<file path="config.mk">
export PLATFORM = sky130hd
export DESIGN_NAME = console_input_conditioner
export DESIGN_NICKNAME = d
export VERILOG_FILES = /design/src/rtl/console_input_pkg.sv /design/src/rtl/debounce_cell.sv /design/src/rtl/console_input_conditioner.sv
export SDC_FILE = /design/constraint.sdc
export NUM_CORES = 1
export LEC_CHECK = 0
export CAP_MARGIN = 25
export CORE_AREA = 2 2 76 115
export DETAILED_ROUTE_END_ITERATION = 8
export DIE_AREA = 0 0 78 117
export PLACE_DENSITY = 0.73
export SLEW_MARGIN = 40
export SYNTH_ARGS = -nofsm -noshare
export SYNTH_HDL_FRONTEND = slang
export SYNTH_SLANG_ARGS = --single-unit
</file>
<file path="constraint.sdc">
create_clock -name clk_i -period 1 [get_ports clk_i]
set_input_delay 0.2 -clock clk_i [delete_from_list [all_inputs] [get_ports clk_i]]
set_output_delay 0.2 -clock clk_i [all_outputs]
set_load 0.03 [all_outputs]
</file>
<file path="src/rtl/console_input_pkg.sv">
// Shared constants for the console input front end: button/switch bit map and defaults.
package console_input_pkg;

  localparam int BTN_RESET  = 0;
  localparam int BTN_FIRE   = 1;
  localparam int BTN_SELECT = 2;
  localparam int BTN_UP     = 3;
  localparam int BTN_DOWN   = 4;
  localparam int BTN_LEFT   = 5;
  localparam int BTN_RIGHT  = 6;

  localparam int SW_DIFF0 = 0;
  localparam int SW_DIFF1 = 1;
  localparam int SW_COLOR = 2;
  localparam int SW_PAL   = 3;

  localparam int         DEF_DB_TICKS = 8;
  localparam logic [3:0] DEF_SW_INIT  = 4'b0100;

endpackage

</file>
<file path="src/rtl/debounce_cell.sv">
// One input bit: multi-flop synchroniser followed by a tick-counted debouncer.
module debounce_cell #(
  parameter int SYNC_STAGES = 2,
  parameter int DB_TICKS    = 8,
  parameter int DB_W        = 4
) (
  input  logic clk_i,
  input  logic rst_i,
  input  logic tick_i,
  input  logic raw_i,
  output logic state_o,
  output logic rise_o
);

  localparam logic [DB_W-1:0] LAST_CNT = DB_W'(DB_TICKS - 1);

  logic [SYNC_STAGES-1:0] sync_q;
  logic [DB_W-1:0]        cnt_q;
  logic                   st_q;
  logic                   st_d_q;
  logic                   sync_bit;

  assign sync_bit = sync_q[SYNC_STAGES-1];

  // A new level is accepted only after DB_TICKS ticks of continuous disagreement;
  // any return to the current state restarts the count.
  always_ff @(posedge clk_i) begin
    if (rst_i) begin
      sync_q <= '0;
      cnt_q  <= '0;
      st_q   <= 1'b0;
      st_d_q <= 1'b0;
    end else begin
      sync_q <= {sync_q[SYNC_STAGES-2:0], raw_i};
      st_d_q <= st_q;
      if (sync_bit == st_q) begin
        cnt_q <= '0;
      end else if (tick_i) begin
        if (cnt_q == LAST_CNT) begin
          st_q  <= sync_bit;
          cnt_q <= '0;
        end else begin
          cnt_q <= cnt_q + 1'b1;
        end
      end
    end
  end

  assign state_o = st_q;
  assign rise_o  = st_q & ~st_d_q;

endmodule

</file>
<file path="src/rtl/console_input_conditioner.sv">
// Debounces joystick/console buttons and turns momentary console keys into latched
// toggle switches; all outputs are registered in PIA polarity.
module console_input_conditioner
  import console_input_pkg::*;
#(
  parameter int              N_BTN       = 7,
  parameter int              N_SW        = 4,
  parameter int              SYNC_STAGES = 2,
  parameter int              DB_TICKS    = DEF_DB_TICKS,
  parameter int              DB_W        = 4,
  parameter logic [N_SW-1:0] SW_INIT     = DEF_SW_INIT,
  parameter bit              BLOCK_OPP   = 1'b1
) (
  input  logic             clk_i,
  input  logic             rst_i,
  input  logic             tick_i,
  input  logic [N_BTN-1:0] raw_btn_i,
  input  logic [N_SW-1:0]  raw_key_i,
  output logic [N_BTN-1:0] buttons_o,
  output logic [N_SW-1:0]  sw_o,
  output logic [N_BTN-1:0] btn_press_o,
  output logic [7:0]       diag_o
);

  logic [N_BTN-1:0] btn_st;
  logic [N_BTN-1:0] btn_rise;
  logic [N_BTN-1:0] btn_mask;
  logic [N_SW-1:0]  key_st;
  logic [N_SW-1:0]  key_rise;

  for (genvar i = 0; i < N_BTN; i++) begin : g_btn
    debounce_cell #(
      .SYNC_STAGES(SYNC_STAGES),
      .DB_TICKS   (DB_TICKS),
      .DB_W       (DB_W)
    ) u_db (
      .clk_i  (clk_i),
      .rst_i  (rst_i),
      .tick_i (tick_i),
      .raw_i  (raw_btn_i[i]),
      .state_o(btn_st[i]),
      .rise_o (btn_rise[i])
    );
  end

  for (genvar k = 0; k < N_SW; k++) begin : g_key
    debounce_cell #(
      .SYNC_STAGES(SYNC_STAGES),
      .DB_TICKS   (DB_TICKS),
      .DB_W       (DB_W)
    ) u_db (
      .clk_i  (clk_i),
      .rst_i  (rst_i),
      .tick_i (tick_i),
      .raw_i  (raw_key_i[k]),
      .state_o(key_st[k]),
      .rise_o (key_rise[k])
    );
  end

  // Opposing directions held together read as neither; press pulses stay unmasked.
  always_comb begin
    btn_mask = btn_st;
    if (BLOCK_OPP && btn_st[BTN_UP] && btn_st[BTN_DOWN]) begin
      btn_mask[BTN_UP]   = 1'b0;
      btn_mask[BTN_DOWN] = 1'b0;
    end
    if (BLOCK_OPP && btn_st[BTN_LEFT] && btn_st[BTN_RIGHT]) begin
      btn_mask[BTN_LEFT]  = 1'b0;
      btn_mask[BTN_RIGHT] = 1'b0;
    end
  end

  always_ff @(posedge clk_i) begin
    if (rst_i) begin
      buttons_o   <= '1;
      sw_o        <= SW_INIT;
      btn_press_o <= '0;
    end else begin
      buttons_o   <= ~btn_mask;
      sw_o        <= sw_o ^ key_rise;
      btn_press_o <= btn_rise;
    end
  end

  assign diag_o = {key_st[3:0], sw_o[3:0]};

endmodule

</file>
==> results.cfg <==
[outcome]
status = complete, but fails checks
violations = negative setup slack

[setup_path]
crit_chain = ha_4, and4b_2, mux2i_1, nor2_1
crit_path_top_delay_cell = dfxtp_4
critPathTopFamily = flip-flops
reg2regPathDepth = 4
worst_ep_required_time_ns = 1.23
r2r_setup_slack_ns = -0.11
criticalPathCategory = reg -> reg
crit_buf_inv = 0
r2r-start = g_btn[6].u_db.cnt_q[0]
worst_ep_arrival_time_ns = 1.34
startpoint_type = flop
max_stage_delay_ns = 0.36
crit_fanout = 3
r2r-end = g_btn[6].u_db.state_o
cp-end-kind = flop

[clocking]
clk_pin_slew_ns = 0.07
cts_max_level = 3
clk_latency_ns = 0.34
cts-root-buf = clkbuf_16
clockBufferDepth = 2
cts_buffers = 9
cts.sinks = 106
cts_hold_buffers = 0
cts_tree = built

[placement]
portBuffers = 39
pre_cts_slack_ns = -0.162
dpl.cell_count = 523
dp_hpwl_um = 4160
place_congestion = 0.686

[sta]
timing.fmax_mhz = 905
tns_ns = -1.45
layout_setup_ws_ns = -0.105
hold_ws_ns = 0.257
finalSetupViolCount = 35
maxSlewViolCount = 0
hold_viol_final = 0
rsz0062_at_grt = yes
tightestPinTransition_ns = 0.325
fin_crit_ns = 1.11
max_slew_margin_pct = 78.2
finalCritPeriodShare_pct = 111
clock_skew_ns = 0.00884

[min_path]
hold_depth = 3
holdCritPathClass = in -> reg
worstHoldStart = rst_i
min_to = g_btn[3].u_db.state_o

[synthesis]
synth_top_family_by_area = simple AND/OR/NAND/NOR gates
synth_compound_area_share_pct = 1.67
post-synth-top-count-cell = dfxtp_1
yosys.area.top_type = dfxtp_1
synth-edff-count = 0
ys_warn_count = 0
syn_nets = 403
synthXorXnorAreaFrac_pct = 8.18
syn_inst = 378
async_flop_share_pct = 0
netlist_area_um2 = 3960
synthAdderAreaFrac_pct = 3.47
avgSynthCellArea_um2 = 10.5
synthTopCellsByArea = dfxtp_1, xor2_1, mux2i_1
ys_types = 24
yosys_register_bits = 106
yosysSeqAreaShare_pct = 53.5
synthTopCellsByCount = dfxtp_1, nor2_1, nand2_1, xor2_1
synth_simple_gate_area_share_pct = 23.5
muxShareOfSynthArea_pct = 5.56
synth_flop_cell = dfxtp_1
yosysTopAreaCellShare_pct = 53.5

[power]
switching_share_pct = 20.2
powerDensity_nw_per_um2 = 1440
combPwrFrac_pct = 4.2
p_total_uw = 7790
internal_power_uw = 6220
clockPowerShare_pct = 41.3
vdd_ir_drop_max_mv = 1.51
p_switching_uw = 1580
power_leakage_uw = 0.00223
seq_power_share_pct = 54.6

[floorplanning]
pin_count = 40
initial_core_util_pct = 48.3
die_w_um = 78
rows = 41
die_area_um2 = 9130
die_h_um = 117
core_um2 = 8210

[routing]
first_pass_iters = 4
viasPerCell = 4.83
ant_nets = 0
drcViolationCount = 0
routed_wl_um = 6810
drt-wirelength-per-cell_um = 12.0
vias = 2738
drt_iter0_drc = 63

[global_route]
grt_antenna_before_repair = 0
grt_overflow = 0
grt_pass1_wl_um = 11500
grt_pass1_vias = 2698
grtUsageTotal_pct = 15.9
grt_start_max_net_pins = 30

[job]
drv_cap = 0

[layout]
n_antenna_cell = 0
fin_cells = 567
area_growth_pct = 36.6
nets = 481
layout-drive-gt1-share_pct = 42.2
area by class of cell:
| cell class | count | area, um2 |
|---|---|---|
| Fill cell | 643 | 2800 |
| Timing Repair Buffer | 87 | 842 |
| Clock inverter | 2 | 12.5 |
| Inverter | 3 | 11.3 |
| Clock buffer | 13 | 260 |
| Multi-Input combinational cell | 249 | 1910 |
| Sequential cell | 106 | 2240 |
| Tap cell | 107 | 134 |
state kept, by name (all words and copies together), names as in the netlist:
name / flops
g_key.u_db.state_o: 4
btn_press_o: 7
g_btn.u_db.state_o: 7
g_key.u_db.st_d_q: 4
g_btn.u_db.cnt_q: 28
g_btn.u_db.sync_q: 14
g_key.u_db.sync_q: 8
buttons_o: 7
g_btn.u_db.st_d_q: 7
sw_o: 4
g_key.u_db.cnt_q: 16
routing by layer:
layer	share of wire [%]	wire (um)	global-route usage, %
met2	54	3670	28.7
met5	0	0	0
met3	3.1	208	4.22
met1	42	2830	17.6
met4	1.4	97	7.02
placed cells by master, fill, tap and decap left out, types with 4 or more instances in the layout:
cell type	count
clkbuf_16	9
nand2b_1	16
or3_1	5
xnor2_1	9
xor2_1	28
nand2_1	25
or3_4	6
dfxtp_2	41
buf_4	39
mux2i_1	22
nor2_1	45
nand4b_1	6
ha_4	11
and2b_2	11
nor2b_1	21
buf_6	31
and2b_1	8
a21oi_2	8
dfxtp_1	47
buf_12	4
dfxtp_4	18
clkdlybuf4s50_1	11
nand4_1	11
logic make-up after synthesis:
| group | Yosys count |
|---|---|
| XOR/XNOR | 37 |
| buffers and inverters | 23 |
| adder cells (fa/ha/maj) | 11 |
| multiplexers | 22 |
| AND/OR/NAND/NOR | 168 |
| AO/OA/AOI/OAI | 11 |
| flip-flops | 106 |
stage by stage:
stage / utilization [%] / area (um2)
after global routing: 65.9 / 5410
after floorplan: - / 4050
after global placement: 55.4 / 4550
after CTS: 63.5 / 5210
after detailed placement: 55.4 / 4550
final: 65.9 / 5410
repair_timing:
| action | 4_1_cts | 5_1_grt |
|---|---|---|
| pin swaps | 29 | 32 |
| buffers inserted | 21 | 8 |
| gates resized for setup | 74 | 53 |
| endpoints found under the setup margin | 47 | 59 |
power by group through the flow:
stage / clock [uW] / sequential (uW) / combinational (uW)
after global routing: 3490 / 4250 / 356
after floorplan: 0 / 4390 / 191
final: 3220 / 4250 / 324
after CTS: 3330 / 4280 / 321
after detailed placement: 0 / 4390 / 310
after global placement: 0 / 4390 / 303
worst max-delay path by stage:
stage | cells past startpoint | to | startpoint
floorplan | 4 | g_btn[0].u_db.state_o | g_btn[0].u_db.cnt_q[1]
global placement | 5 | g_btn[6].u_db.cnt_q[3] | tick_i
detailed placement | 5 | g_btn[1].u_db.cnt_q[3] | tick_i
CTS | 4 | g_btn[0].u_db.state_o | g_btn[0].u_db.cnt_q[0]
global route | 4 | g_key[3].u_db.state_o | g_key[3].u_db.cnt_q[1]
finish | 4 | g_btn[6].u_db.state_o | g_btn[6].u_db.cnt_q[0]
worst register-to-register path: cells and delay by family, from the launching register on:
kind / cells / cell delay (ns)
adder cells (fa/ha/maj): 1 / 0.14
flip-flops: 1 / 0.36
AND/OR/NAND/NOR: 2 / 0.30
multiplexers: 1 / 0.19
(Power assumes the default switching activity.)
